### src/rtl/wb_arb_pkg.sv
// Shared types, defaults and sizing helper for the Wishbone master arbiter.
package wb_arb_pkg;

    typedef enum logic [0:0] {
        IDLE = 1'b0,
        BUS  = 1'b1
    } state_t;

    localparam int DEFAULT_NUM_REQ = 32'sd4;
    localparam int DEFAULT_TIMEOUT = 32'sd255;

    // Bits needed to hold any value in 0..max_val (never less than one).
    function automatic int cnt_width(input int max_val);
        int w;
        w = 32'sd1;
        for (int i = 32'sd1; i < 32'sd31; i++) begin
            if ((max_val >>> i) != 32'sd0) begin
                w = i + 32'sd1;
            end else begin
                w = w;
            end
        end
        return w;
    endfunction

endpackage

### src/rtl/wb_master_arbiter_rr_arb_pick.sv
// Combinational round-robin picker: first set request after 'last', with wrap.
module rr_arb_pick
    import wb_arb_pkg::*;
#(
    parameter int NUM_REQ = DEFAULT_NUM_REQ,
    parameter int IDX_W   = cnt_width(NUM_REQ - 32'sd1)
) (
    input  logic [NUM_REQ-1:0] req,
    input  logic [IDX_W-1:0]   last,
    output logic [NUM_REQ-1:0] gnt,
    output logic               valid
);

    logic [IDX_W-1:0] idx_s;

    // Scan last+1 .. last+NUM_REQ; the owner that just finished is checked last.
    always_comb begin
        gnt   = '0;
        valid = 1'b0;
        idx_s = '0;
        for (int i = 32'sd1; i <= NUM_REQ; i++) begin
            idx_s = IDX_W'((int'(last) + i) % NUM_REQ);
            if (req[idx_s] && !valid) begin
                gnt[idx_s] = 1'b1;
                valid      = 1'b1;
            end else begin
                valid = valid;
            end
        end
    end

endmodule

### src/rtl/wb_master_arbiter.sv
// Round-robin Wishbone classic master shared by NUM_REQ requesters, with ack timeout.
// Optional sticky timeout interrupt (irq_o/irq_clr_i) when TIMEOUT_IRQ_EN is defined.
module wb_master_arbiter
    import wb_arb_pkg::*;
#(
    parameter int NUM_REQ     = DEFAULT_NUM_REQ,
    parameter int ADDR_W      = 32'sd32,
    parameter int DATA_W      = 32'sd32,
    parameter int TIMEOUT_CYC = DEFAULT_TIMEOUT
) (
    input  logic                          wb_clk_i,
    input  logic                          wb_rst_i,
    input  logic                          ncs,
    input  logic [NUM_REQ-1:0]            req_i,
    input  logic [NUM_REQ-1:0]            req_we_i,
    input  logic [NUM_REQ*ADDR_W-1:0]     req_adr_i,
    input  logic [NUM_REQ*DATA_W-1:0]     req_dat_i,
    input  logic [NUM_REQ*(DATA_W/8)-1:0] req_sel_i,
    output logic [NUM_REQ-1:0]            gnt_o,
    output logic [NUM_REQ-1:0]            done_o,
    output logic [NUM_REQ-1:0]            err_o,
    output logic [DATA_W-1:0]             rdata_o,
    output logic                          wbm_cyc_o,
    output logic                          wbm_stb_o,
    output logic                          wbm_we_o,
    output logic [ADDR_W-1:0]             wbm_adr_o,
    output logic [DATA_W-1:0]             wbm_dat_o,
    output logic [DATA_W/8-1:0]           wbm_sel_o,
    input  logic [DATA_W-1:0]             wbm_dat_i,
    input  logic                          wbm_ack_i
`ifdef TIMEOUT_IRQ_EN
    ,
    output logic                          irq_o,
    input  logic                          irq_clr_i
`endif
);

    localparam int SEL_W = DATA_W / 32'sd8;
    localparam int IDX_W = cnt_width(NUM_REQ - 32'sd1);
    localparam int CNT_W = cnt_width(TIMEOUT_CYC);
    localparam logic [CNT_W-1:0] CNT_LAST = CNT_W'(TIMEOUT_CYC - 32'sd1);

    state_t               state_r;
    logic [IDX_W-1:0]     last_r;
    logic [IDX_W-1:0]     owner_r;
    logic [CNT_W-1:0]     cnt_r;
    logic [NUM_REQ-1:0]   pick_gnt_s;
    logic                 pick_valid_s;
    logic [IDX_W-1:0]     pick_idx_s;

    rr_arb_pick #(
        .NUM_REQ (NUM_REQ),
        .IDX_W   (IDX_W)
    ) u_pick (
        .req   (req_i),
        .last  (last_r),
        .gnt   (pick_gnt_s),
        .valid (pick_valid_s)
    );

    // One-hot winner to index, used to slice the packed payload buses.
    always_comb begin
        pick_idx_s = '0;
        for (int k = 32'sd0; k < NUM_REQ; k++) begin
            if (pick_gnt_s[k]) begin
                pick_idx_s = IDX_W'(k);
            end else begin
                pick_idx_s = pick_idx_s;
            end
        end
    end

    // Grant / bus-cycle FSM; payload is latched at grant so requesters cannot disturb it.
    always_ff @(posedge wb_clk_i or posedge wb_rst_i) begin
        if (wb_rst_i) begin
            state_r   <= IDLE;
            last_r    <= IDX_W'(NUM_REQ - 32'sd1);
            owner_r   <= '0;
            cnt_r     <= '0;
            gnt_o     <= '0;
            done_o    <= '0;
            err_o     <= '0;
            rdata_o   <= '0;
            wbm_cyc_o <= 1'b0;
            wbm_stb_o <= 1'b0;
            wbm_we_o  <= 1'b0;
            wbm_adr_o <= '0;
            wbm_dat_o <= '0;
            wbm_sel_o <= '0;
        end else begin
            done_o <= '0;
            err_o  <= '0;
            case (state_r)
                IDLE: begin
                    cnt_r <= '0;
                    if (!ncs && pick_valid_s) begin
                        state_r   <= BUS;
                        gnt_o     <= pick_gnt_s;
                        owner_r   <= pick_idx_s;
                        wbm_cyc_o <= 1'b1;
                        wbm_stb_o <= 1'b1;
                        wbm_we_o  <= req_we_i[pick_idx_s];
                        wbm_adr_o <= req_adr_i[int'(pick_idx_s)*ADDR_W +: ADDR_W];
                        wbm_dat_o <= req_dat_i[int'(pick_idx_s)*DATA_W +: DATA_W];
                        wbm_sel_o <= req_sel_i[int'(pick_idx_s)*SEL_W +: SEL_W];
                    end else begin
                        state_r <= IDLE;
                    end
                end
                BUS: begin
                    if (wbm_ack_i) begin
                        if (!wbm_we_o) begin
                            rdata_o <= wbm_dat_i;
                        end else begin
                            rdata_o <= rdata_o;
                        end
                        done_o    <= gnt_o;
                        last_r    <= owner_r;
                        gnt_o     <= '0;
                        wbm_cyc_o <= 1'b0;
                        wbm_stb_o <= 1'b0;
                        cnt_r     <= '0;
                        state_r   <= IDLE;
                    end else if (cnt_r == CNT_LAST) begin
                        err_o     <= gnt_o;
                        last_r    <= owner_r;
                        gnt_o     <= '0;
                        wbm_cyc_o <= 1'b0;
                        wbm_stb_o <= 1'b0;
                        cnt_r     <= '0;
                        state_r   <= IDLE;
                    end else begin
                        cnt_r <= cnt_r + {{(CNT_W-1){1'b0}}, 1'b1};
                    end
                end
                default: begin
                    state_r   <= IDLE;
                    gnt_o     <= '0;
                    wbm_cyc_o <= 1'b0;
                    wbm_stb_o <= 1'b0;
                end
            endcase
        end
    end

`ifdef TIMEOUT_IRQ_EN
    // Sticky timeout flag; a new err pulse beats a simultaneous clear.
    always_ff @(posedge wb_clk_i or posedge wb_rst_i) begin
        if (wb_rst_i) begin
            irq_o <= 1'b0;
        end else if (|err_o) begin
            irq_o <= 1'b1;
        end else if (irq_clr_i) begin
            irq_o <= 1'b0;
        end else begin
            irq_o <= irq_o;
        end
    end
`endif

endmodule
### config.mk
export PLATFORM = sky130hd
export DESIGN_NAME = wb_master_arbiter
export DESIGN_NICKNAME = d
export VERILOG_FILES = /design/src/rtl/wb_arb_pkg.sv /design/src/rtl/wb_master_arbiter_rr_arb_pick.sv /design/src/rtl/wb_master_arbiter.sv
export SDC_FILE = /design/constraint.sdc
export NUM_CORES = 1
export LEC_CHECK = 0
export CAP_MARGIN = 20
export CORE_AREA = 2 2 168 170
export CTS_CLUSTER_DIAMETER = 200
export CTS_CLUSTER_SIZE = 20
export DETAILED_ROUTE_END_ITERATION = 8
export DIE_AREA = 0 0 170 172
export HOLD_SLACK_MARGIN = 0.06
export RECOVER_POWER = 25
export SYNTH_ARGS = -nofsm -noshare
export SYNTH_HDL_FRONTEND = slang
export SYNTH_SLANG_ARGS = --single-unit
export TNS_END_PERCENT = 5
### constraint.sdc
create_clock -name wb_clk_i -period 7.22 [get_ports wb_clk_i]
set_input_delay 0.722 -clock wb_clk_i [delete_from_list [all_inputs] [get_ports wb_clk_i]]
set_output_delay 0.722 -clock wb_clk_i [all_outputs]
set_load 0.05 [all_outputs]
==> out/metrics.cfg, run 1 <==
[setup_path]
start_kind = register
path_max_fanout = 73
crit_type = register to register
crit_family = buffers and inverters
r2r_start = last_r[0]
path_cells = inv_1 > ha_1 > mux4_2 > a221oi_4 > buf_4 > and3_2 > buf_4 > a221o_1
startpoint = last_r[0]
critical-path-max-stage-delay_ps = 910
crit_slowest_cell = and3_2
path_common_cell = buf_4
end_kind = register
crit_arrival_ps = 4990
cp.buffers_inverters = 3
required_ps = 7560

[routing]
drtPass1Iterations = 7
route.detailed.drc = 0
post_drt_wl_per_cell_um = 19.14
drtIter0Drc = 333
drt-vias-per-instance = 4.799
drtAntennaViolNets = 0
routed_wirelength_um = 27370
routed-via-count = 6863

[clock_tree]
cts.sinks = 127
cts_made_buffers = 17
cts_resized = 0
htree_levels = 4
cts_tree = built
cts.hold.buffers_added = 0
path_clk_slew_ps = 60
post_cts_buffers = 0
clk_latency_ps = 410
cts_root_buffer = clkbuf_16
cts_buffer_depth = 2

[sta]
finClkSkew_ps = 9.607
setup_viol = 0
finalCriticalPeriod_ps = 4648
worstMarginPinSlew_ps = 3405
final.setup.worst_slack_ps = 2572
max_freq_ghz = 0.2151
fin_setup_tns_ps = 0
hold_viol_final = 0
slew_viol_final = 104
slew_headroom_pct = -128.3
rsz0062_at_grt = no
hold_ws_ps = 501.9
min_period_over_period_pct = 64.38

[outcome]
status = complete, but fails checks
failed_checks = max-capacitance violations, max-slew violations

[place]
portBuffers = 430
dpl.hpwl_um = 20360
place_ws_ps = 2479
gp_congestion = 0.8417

[power]
power_density_nw_per_um2 = 462.7
pwr-share-clk_pct = 15.4
p_seq_share_pct = 21.1
combinationalPowerShare_pct = 63.5
power_leakage_nw = 5.207
ir_drop_mv = 0.3932
p_sw_w = 0.002636
p_int_w = 0.003080
p_sw_share_pct = 46.11

[floorplan]
coreArea_um2 = 27480
initial_utilization_pct = 26.55
io_pins = 431
chipHeight_um = 172
row_count = 61
dieArea_um2 = 29240
dieWidth_um = 170

[flow_run]
maxCapViolCount = 2

[synth]
netlist_instances = 668
synth.most_common_cell = nand2_1
ys_types = 44
ys_ff_latch = 127
yosys.area.top_type = dfrtp_1
synth-simple-area-share_pct = 11.75
yosysSeqAreaShare_pct = 43.59
async_reset_ff_share_pct = 100.0
synthFlopType = dfrtp_1
synthAdderAreaFrac_pct = 1.715
synth-xor-area-share_pct = 0.7203
syn_area_um2 = 7296
synth_edf_count = 0
synthMuxAreaShare_pct = 20.92
syn_area_per_cell_um2 = 10.92
synth_common_cells = nand2_1, dfrtp_1, o21ai_0, a221o_1, mux2_4
synth_compound_area_share_pct = 16.12
synth.area.top_cells = dfrtp_1, mux2_4, a221o_1, nand2_1, mux2_2
syn_nets = 994
ys_warn_count = 0
synth_top_area_share_pct = 42.87
synth_top_family_by_area = multiplexers

[grt]
first_global_vias = 7008
gr-usage-all-layers_pct = 17.99
grt_max_degree = 81
grt-ovfl-total = 0
grt_pass1_wl_um = 40030
antenna_found_initial = 0

[final_layout]
n_antenna_cell = 0
layout-drive-gt1-share_pct = 14.85
fillerInstances = 2624
area_growth_pct = 69.32
utilization_pct = 44.96
design.final.nets = 1397
seq_area_um2 = 3181
multiInputGateArea_um2 = 3755

[min_path]
hp-start = rdata_o[14]
worstHoldPathType = register to register

power groups by stage:
stage,clock network (W),registers [W],logic [W]
final,0.000882,0.00121,0.00363
after global routing,0.000942,0.00125,0.00384
after CTS,0.000909,0.00121,0.00366
after detailed placement,0,0.00122,0.00366
after global placement,0,0.00121,0.00365
after floorplan,0,0.00220,0.00169
registers in the layout, summed over array words and instances (netlist names):
name,cells
rdata_o,32
wbm_adr_o,32
wbm_dat_o,32
cnt_r,8
done_o,4
err_o,4
gnt_o,4
wbm_sel_o,4
last_r,2
owner_r,2
state_r,1
wbm_stb_o,1
wbm_we_o,1
worst register-to-register path: stages, from the launching register on:
cell	delay (ps)
dfstp_2	700
inv_1	190
ha_1	420
mux4_2	650
a221oi_4	320
buf_4	600
and3_2	920
buf_4	540
a221o_1	230
per-layer routing:
layer / share of wire [%] / wire, µm / vias to the layer above / GRT usage, %
li1: - / - / 3243 / -
met5: 0 / 0 / - / 0
met4: 1.8 / 499 / 0 / 5.463
met1: 39 / 10710 / 3268 / 20.66
met3: 8.2 / 2246 / 28 / 4.990
met2: 51 / 13910 / 324 / 32.56
logic make-up after synthesis:
family,Yosys count
AOI/OAI and AO/OA,154
xor gates and xnor gates,6
adders and majority gates,10
buffers and inverters,60
DFF,127
muxes,110
and+or+nand+nor,201
stage by stage:
stage	total power [W]	instance area, µm²	std cells
6_report	0.005716	12350	1430
5_1_grt	0.006031	12350	1430
4_1_cts	0.005784	12360	1430
3_3_place_gp	0.004858	11770	1398
2_1_floorplan	0.003885	7296	668
3_5_place_dp	0.004884	11770	1398
layout make-up:
type,instances,area share [%]
timing repair buffer,440,35.42
clock buffer,18,3.555
sequential,127,25.75
clock inverter,14,1.246
inverter,4,0.1317
tap,346,3.505
multi-input combinational,481,30.40
worst paths after layout:
path                            endpoint  slack [ps]  cells past startpoint
min reg2reg                  rdata_o[14]         500                      1
max reg2reg                wbm_dat_o[12]        2570                      8
min                          rdata_o[14]         500                      1
max in group asynchronous  wbm_adr_o[26]        3570                      3
min in group asynchronous   wbm_dat_o[9]        1750                      2
max                        wbm_dat_o[12]        2570                      8
placed cells by master, fill, tap and decap left out, types with 2 or more instances in the layout:
master | Yosys | layout
mux2_4 | 68 | 68
and2_0 | 0 | 4
dfrtp_1 | 125 | 125
nand3b_1 | 5 | 5
a21oi_1 | 2 | 2
clkbuf_16 | 0 | 17
o21ai_0 | 73 | 73
ha_1 | 10 | 10
dlygate4sd3_1 | 0 | 2
buf_4 | 2 | 9
bufinv_16 | 0 | 2
inv_6 | 0 | 4
clkinv_2 | 0 | 3
nor2_1 | 14 | 14
xor2_1 | 5 | 5
a221o_1 | 69 | 69
clkdlybuf4s50_1 | 0 | 428
nand2_1 | 147 | 147
nand4_1 | 2 | 2
o21ai_1 | 2 | 2
dfstp_2 | 2 | 2
inv_1 | 4 | 3
mux4_2 | 3 | 3
clkinv_4 | 0 | 2
nand3_1 | 10 | 10
clkinvlp_4 | 0 | 2
mux2_2 | 38 | 38
nor3_1 | 4 | 3
and3_1 | 8 | 7
Power figures use the tool's default switching activity.
==> run 2, diff against run 1 <==
CORE_AREA = 2 2 169 171   (was 2 2 168 170)
DIE_AREA = 0 0 171 173   (was 0 0 170 172)
clock period = 4.55 ns   (was 7.22 ns; I/O delays follow)
==> run 2 against run 1 <==
Effect of this change:
- the run still ends with max-capacitance violations, max-slew violations left
- design area up 1.1%
- global-route usage increased by 1.2 points
- first-iteration DRC count is 2.4% higher
- largest cell class unchanged
- wire length rose by 6.2%
- critical path type unchanged
- non-clock buffer count rose by 4
- via count grew 0.34%
==> out/metrics.cfg, run 2 (synthesized netlist as in run 1, its figures left out) <==
[sta]
finalCriticalPeriod_ps = 3872  ; -775.9 ps
final.setup.worst_slack_ps = 677.9  ; -1894 ps
slew_headroom_pct = -120.7  ; +7.5 points
max_freq_ghz = 0.2583  ; +20%
hold_ws_ps = 502.5  ; +0.6050 ps
worstMarginPinSlew_ps = 3307  ; -97.70 ps
finClkSkew_ps = 10.11  ; +0.5035 ps
fin_setup_tns_ps = 0  ; unchanged
setup_viol = 0  ; unchanged
hold_viol_final = 0  ; unchanged
slew_viol_final = 82  ; -21%
min_period_over_period_pct = 85.10  ; +21 points
rsz0062_at_grt = no

[power]
power_density_nw_per_um2 = 741.8  ; +60%
power_leakage_nw = 5.260  ; +1.0%
power.total_w = 0.009266  ; +62%
p_seq_share_pct = 20.8  ; -0.3 points
combinationalPowerShare_pct = 63.1  ; -0.4 points
p_sw_share_pct = 45.51  ; -0.61 points
p_sw_w = 0.004217  ; +60%
p_int_w = 0.005049  ; +64%
pwr-share-clk_pct = 16.1  ; +0.7 points
ir_drop_mv = 0.3550  ; -9.7%

[floorplan]
io_pins = 431  ; unchanged
coreArea_um2 = 27630  ; +0.56%
dieArea_um2 = 29580  ; +1.2%
chipHeight_um = 173  ; +0.58%
row_count = 61  ; unchanged
dieWidth_um = 171  ; +0.59%
initial_utilization_pct = 26.41  ; -0.15 points

[place]
dpl.hpwl_um = 21940  ; +7.7%
place_ws_ps = 667.3  ; -1812 ps
gp_congestion = 0.7911  ; -6.0%
portBuffers = 430  ; unchanged

[clock_tree]
cts_buffer_depth = 2  ; unchanged
htree_levels = 4  ; unchanged
post_cts_buffers = 0  ; unchanged
cts_root_buffer = clkbuf_16
path_clk_slew_ps = 60  ; about the same
cts_resized = 0  ; unchanged
cts_tree = built
cts.sinks = 127  ; unchanged
clk_latency_ps = 410  ; about the same
cts.hold.buffers_added = 0  ; unchanged
cts_made_buffers = 17  ; unchanged

[routing]
post_drt_wl_per_cell_um = 19.84  ; +3.7%
routed_wirelength_um = 29070  ; +6.2%
drtAntennaViolNets = 0  ; unchanged
drtIter0Drc = 341  ; +2.4%
drtPass1Iterations = 6  ; -1
routed-via-count = 6886  ; +0.34%
route.detailed.drc = 0  ; unchanged
drt-vias-per-instance = 4.700  ; -2.1%

[setup_path]
crit_family = multiplexers
end_kind = register
r2r_slack_ps = 680  ; -1890 ps
crit_slowest_cell = dfstp_2
start_kind = register
cp.buffers_inverters = 3  ; unchanged
path_max_fanout = 19  ; -74%
crit_arrival_ps = 4170  ; -820 ps
critical-path-max-stage-delay_ps = 710  ; -200 ps
crit_type = register to register
required_ps = 4850  ; -2710 ps
path_cells = inv_1 > ha_1 > mux4_2 > a222oi_1 > buf_4 > buf_12 > mux2_4 > a221o_1

[final_layout]
fillerInstances = 2664  ; +1.5%
final_cell_mix = clkdlybuf4s50_1, nand2_1, dfrtp_1
layout-drive-gt1-share_pct = 14.90  ; +0.051 points
final_common_cell = clkdlybuf4s50_1
design.final.nets = 1401  ; +0.29%
area_growth_pct = 71.22
n_antenna_cell = 0  ; unchanged
reg_top3 = rdata_o (32), wbm_adr_o (32), wbm_dat_o (32)

[grt]
grt_max_degree = 82  ; +1.2%
antenna_found_initial = 0  ; unchanged
grt-ovfl-total = 0  ; unchanged
gr-usage-all-layers_pct = 19.22  ; +1.2 points
grt_pass1_wl_um = 43260  ; +8.1%
first_global_vias = 7106  ; +1.4%

[flow_run]
maxCapViolCount = 1  ; -1

[outcome]
failed_checks = max-capacitance violations, max-slew violations
status = complete, but fails checks

[min_path]
worstHoldPathType = register to register

[run 2: changes by cell type in the layout (fill, tap and decap cells not counted), moves of 2 or more]
cell       change
buf_12         +3
clkinv_2       -2
and2_1         +4
and2_0         -4
bufinv_16      +2
inv_6          -2
clkinv_4       +2
buf_4          +2
[run 2: worst paths after layout]
path	to	cells after the start	start
max in group asynchronous	err_o[2]	2	wb_rst_i
hold reg to reg	owner_r[1]	2	owner_r[1]
setup / recovery	wbm_dat_o[24]	8	last_r[0]
hold / removal	owner_r[1]	2	owner_r[1]
min in group asynchronous	wbm_dat_o[11]	2	wb_rst_i
setup reg to reg	wbm_dat_o[24]	8	last_r[0]
[run 2: worst reg2reg max path, delay by kind of cell (launching register included)]
family / cells / cell delay [ps]
AOI/OAI and AO/OA: 2 / 920
muxes: 2 / 1000
adders and majority gates: 1 / 420
buffers and inverters: 3 / 720
DFF: 1 / 710
[run 2: power groups by stage]
stage | logic (W) | registers, W | clock network (W)
final | 0.00585 | 0.00192 | 0.00149
after global placement | 0.00587 | 0.00193 | 0
after floorplan | 0.00268 | 0.00349 | 0
after global routing | 0.00618 | 0.00199 | 0.00158
after CTS | 0.00591 | 0.00193 | 0.00154
after detailed placement | 0.00590 | 0.00194 | 0
[run 2: layout make-up]
type | instances | area (µm²) | area share, %
Timing Repair Buffer | 444 | 4447 | 35.60
Multi-Input combinational cell | 481 | 3759 | 30.09
Sequential cell | 127 | 3181 | 25.46
Tap cell | 378 | 473.0 | 3.786
Clock buffer | 19 | 432.9 | 3.466
Clock inverter | 12 | 185.2 | 1.482
Inverter | 4 | 15.01 | 0.1202
[run 2: routing by layer]
| layer | wire length [µm] | part of all wire (%) | track usage [%] |
|---|---|---|---|
| met2 | 14860 | 51 | 34.90 |
| met5 | 0 | 0 | 0 |
| met4 | 394 | 1.4 | 4.131 |
| met1 | 11060 | 38 | 21.89 |
| met3 | 2745 | 9.4 | 6.020 |
[run 2: metrics by stage]
step                      util [%]  instance area (µm²)  std cells
after floorplan                  -                 7296        668
after global placement       42.99                11880       1434
after detailed placement     42.99                11880       1434
after CTS                    45.23                12500       1465
after global routing         45.21                12490       1465
final                        45.21                12490       1465
==> run 3, diff against run 2 <==
CORE_AREA = 2 2 168 170   (was 2 2 169 171)
DIE_AREA = 0 0 170 172   (was 0 0 171 173)
clock period = 4.7 ns   (was 4.55 ns; I/O delays follow)
==> run 3 against run 2 <==
Effect of this change:
- the run still ends with max-capacitance violations, max-slew violations left
- power shrank 4.9%
- clock skew is essentially flat
- sequential power shrank 3%
- die area shrank 1.2%
- cell count shrank 2.2%
- non-clock buffer count shrank 2
- sequential share of layout area grew 0.22 points
- largest cell class unchanged
- largest power group unchanged
==> out/metrics.cfg, run 3 (synthesized netlist as in run 1, its figures left out) <==
[clock_tree]
path_clk_slew_ps = 60  ; about the same
clk_latency_ps = 410  ; about the same
cts_root_buffer = clkbuf_16
cts.sinks = 127  ; unchanged
post_cts_buffers = 0  ; unchanged
cts_buffer_depth = 2  ; unchanged
htree_levels = 4  ; unchanged
cts_resized = 0  ; unchanged
cts_made_buffers = 17  ; unchanged
cts.hold.buffers_added = 0  ; unchanged
cts_tree = built

[min_path]
worstHoldPathType = register to register
min_path_cells = 1  ; -1

[power]
power_leakage_nw = 5.232  ; -0.54%
ir_drop_mv = 0.5426  ; +53%
power.total_w = 0.008809  ; -4.9%
power_density_nw_per_um2 = 711.2  ; -4.1%

[final_layout]
reg_top3 = rdata_o (32), wbm_adr_o (32), wbm_dat_o (32)
design.final.nets = 1399  ; -0.14%
multiInputGateArea_um2 = 3755  ; about the same
layout-drive-gt1-share_pct = 14.84  ; -0.065 points
final_common_cell = clkdlybuf4s50_1
seq_area_um2 = 3181  ; unchanged
fillerInstances = 2654  ; -0.38%
area_growth_pct = 69.76
final_cell_mix = clkdlybuf4s50_1, nand2_1, dfrtp_1

[routing]
drtAntennaViolNets = 0  ; unchanged
route.detailed.drc = 0  ; unchanged
drtPass1Iterations = 4  ; -2
drtIter0Drc = 337  ; -1.2%
routed_wirelength_um = 27790  ; -4.4%
post_drt_wl_per_cell_um = 19.39  ; -2.3%
routed-via-count = 6913  ; +0.39%
drt-vias-per-instance = 4.824  ; +2.6%

[place]
dpl.hpwl_um = 20730  ; -5.5%
portBuffers = 430  ; unchanged
gp_congestion = 0.8089  ; +2.3%
place_ws_ps = 664.7  ; -2.589 ps

[setup_path]
path_max_fanout = 29  ; +10
crit_type = register to register
crit_arrival_ps = 4300  ; +130 ps
path_cells = inv_1 > ha_1 > mux4_2 > a222oi_1 > buf_4 > mux2_4 > a221o_1
required_ps = 4980  ; +130 ps
critical-path-max-stage-delay_ps = 710  ; about the same
r2r_slack_ps = 680  ; about the same
end_kind = register
crit_slowest_cell = dfstp_2
start_kind = register
r2r_cells = 7  ; -1

[sta]
setup_viol = 0  ; unchanged
fin_setup_tns_ps = 0  ; unchanged
max_freq_ghz = 0.2487  ; -3.7%
slew_viol_final = 72  ; -12%
hold_viol_final = 0  ; unchanged
finClkSkew_ps = 10.13  ; +0.02310 ps
final.setup.worst_slack_ps = 679.5  ; +1.672 ps
slew_headroom_pct = -94.17  ; +27 points
worstMarginPinSlew_ps = 2913  ; -394.9 ps
finalCriticalPeriod_ps = 4020  ; +148.3 ps
min_period_over_period_pct = 85.54  ; +0.44 points
rsz0062_at_grt = no

[outcome]
failed_checks = max-capacitance violations, max-slew violations
status = complete, but fails checks

[flow_run]
maxCapViolCount = 1  ; unchanged

[floorplan]
io_pins = 431  ; unchanged
row_count = 61  ; unchanged
coreArea_um2 = 27480  ; -0.55%
dieArea_um2 = 29240  ; -1.2%
dieWidth_um = 170  ; -0.58%
chipHeight_um = 172  ; -0.58%
initial_utilization_pct = 26.55  ; +0.15 points

[grt]
first_global_vias = 7164  ; +0.82%
grt_pass1_wl_um = 41390  ; -4.3%
gr-usage-all-layers_pct = 18.58  ; -0.64 points
grt_max_degree = 73  ; -11%
grt-ovfl-total = 0  ; unchanged
antenna_found_initial = 2  ; +2

## run 3: layer usage
layer	GRT usage [%]	vias to the layer above	wire (µm)
met2	32.64	313	13990
met5	0	-	0
li1	-	3253	-
met3	5.287	26	2063
met4	5.983	0	607
met1	21.95	3321	11130
## run 3: cell type report
cell class	instances	area share, %
flip-flops and latches	127	25.68
well taps	346	3.495
diodes	2	0.04041
multi-input cells	481	30.32
inverters	4	0.1212
repair buffers	442	35.56
clock inverters	13	1.323
clock buffers	18	3.465
## run 3: final timing paths
check,endpoint,startpoint
min reg2reg,rdata_o[23],rdata_o[23]
max,wbm_dat_o[11],last_r[0]
min in group asynchronous,wbm_dat_o[9],wb_rst_i
min,rdata_o[23],rdata_o[23]
max in group asynchronous,wbm_dat_o[22],wb_rst_i
max reg2reg,wbm_dat_o[11],last_r[0]
## run 3: metrics by stage
step                area (µm²)  std cells  util, %  hold slack (ps)
floorplan                 7296        668        -            462.2
global placement         11800       1400    42.93            485.8
global route             12390       1433    45.08            512.7
CTS                      12390       1431    45.09            504.0
finish                   12390       1433    45.08            498.7
detailed placement       11800       1400    42.93            491.8
## run 3: power breakdown
group	leakage, nW	switching, W	internal, W
combinational	3.37	0.00322	0.00237
clock	0.287	0.000524	0.000835
sequential	1.58	0.000284	0.00158
## run 3: critical path: cells and delay by family (launching register included)
kind,cells,cell delay [ps]
compound gates,2,940
fa+ha+maj,1,420
buf+inv,2,790
flops,1,710
mux,2,1010
==> patch: new RTL, flow settings as in run 2 <==
`ADDR_W`: 32'sd32 -> 32'sd16.
--- a/src/rtl/wb_master_arbiter.sv
+++ b/src/rtl/wb_master_arbiter.sv
@@ -6,3 +6,3 @@
     parameter int NUM_REQ     = DEFAULT_NUM_REQ,
-    parameter int ADDR_W      = 32'sd32,
+    parameter int ADDR_W      = 32'sd16,
     parameter int DATA_W      = 32'sd32,
Ports: changed (resized req_adr_i and wbm_adr_o); port bits go from 431 to 351. No check against the original RTL was run, so the function may have changed too.
==> patch against run 2 <==
  * The flow still finishes with violations (capacitance limit, slew limit)
  * Synthesized area is 11% lower
  * Count of clock-buffer cells in the layout is 9 lower
  * Global-route usage is 2.1 points lower
  * Non-clock buffer count is 78 lower
  * Highest routed layer unchanged
  * First-iteration DRC count is 4.1% higher
  * Combinational power is 10% lower
  * Hold slack worse by 0.0040 ns
  * Setup slack better by 0.054 ns
  * Total power is 16% lower
  * Sequential cell count is 16 lower
  * Largest power group unchanged
  * Cell area is 14% lower
  * Wire length is 9.9% lower
  * Critical path type unchanged
==> patch: results (changes against run 2) <==
HPWL Detailed 18600 um (-15%); crit path to wbm_dat_o[10]; outcome finished with violations; GP Congestion 0.844 (+6.7%); relative slew slack -80.3% (+40 points); internal power 3680 uW (-27%); Root Buffer clkbuf_16; layout cells sized above 1 7.86% (-7.0 points); most common library cells after synthesis dfrtp_1, nand2_1, nor2_1, inv_1, a21oi_1; Ant. Diodes 0 (unchanged); number of DRC markers in iteration 0 355 (+4.1%); final hold slack 0.498 ns (-0.00400 ns); Arrival @ worst endpoint 4.06 ns (-0.11 ns); TritonCTS buffer count 9 (-8); Max Cap Violations 1 (unchanged); top_reg_cell synth dfrtp_1; Via Count 6941 (+0.80%); Worst path top cell family by delay compound AO/OA/AOI/OAI gates; critical path launch point last_r[0]; Max stage delay on crit path 0.69 ns (-0.02 ns); vias in the first global route 6958 (-2.1%); IO Port Bufs 350 (-19%); Initial Utilization 23.5% (-2.9 points); Post-CTS Setup Bufs 0 (unchanged); violated checks capacitance limit, slew limit; Seq/Total Area, Yosys 42.9% (-0.70 points); Non-Filler Instances 1447 (-1.2%); Cells after Synth 754 (+13%); Clock transition at path regs 0.09 ns (+0.03 ns); largest net degree at the start of global routing 70 (-15%); Synth Net Count 1016 (+2.2%); r2r worst-path depth 9 (+1); TritonRoute pass-1 iters 5 (-1); Final #Nets 1326 (-5.4%); Pwr Density 725 nW/um2 (-2.2%); Synth area leaders dfrtp_1, a221oi_1, mux2_2; clk_lat worst skew 0.36 ns (-0.05 ns); Clock Power 859 uW (-42%); CTS H-tree depth 3 (-1); clk_skew 0.0101 ns (-0.0000264 ns); GRT Total Usage 17.1% (-2.1 points); Largest regs rdata_o x32, wbm_dat_o x32, wbm_adr_o x16; reg2reg setup slack 0.73 ns (+0.05 ns); Synth cell types 44 (unchanged); global-route wire length before repair 39300 um (-9.2%); Max FO, Critical Path 28 (+9); Seq. pwr 1680 uW (-12%); leakage 0.00445 uW (-15%); # resized after CTS 0 (unchanged); Pins Over Slew Limit 70 (-15%); Total Wirelength 26200 um (-9.9%); peak supply drop 0.445 mV (+25%)
-- patch: cell families after synthesis --
kind of cell,Yosys count,share of synthesized area (%)
compound gates,238,23.5
mux,40,7.43
fa+ha+maj,10,1.93
simple gates,222,15.4
flops,111,42.9
xor+xnor,6,0.811
buf+inv,127,7.99
-- patch: per-layer routing --
| layer | share of wire (%) | GRT usage (%) |
|---|---|---|
| met5 | 0 | 0 |
| met4 | 1.9 | 4.87 |
| met3 | 7.1 | 4.01 |
| met2 | 49 | 29.5 |
| met1 | 42 | 21.2 |
-- patch: cell type report --
class,count,area [um2]
fill,2800,16900
multi-input combinational,516,3240
sequential,111,2780
clock buffer,10,229
inverter,60,225
timing repair buffer,366,3690
tap,378,473
clock inverter,6,86.3
-- patch: through the flow --
| stage | setup WS [ns] | area, um2 |
|---|---|---|
| finish | 0.731 | 10700 |
| global route | 0.443 | 10700 |
| CTS | 0.722 | 10700 |
| detailed placement | 0.769 | 10400 |
| global placement | 0.863 | 10400 |
| floorplan | 1.17 | 6480 |
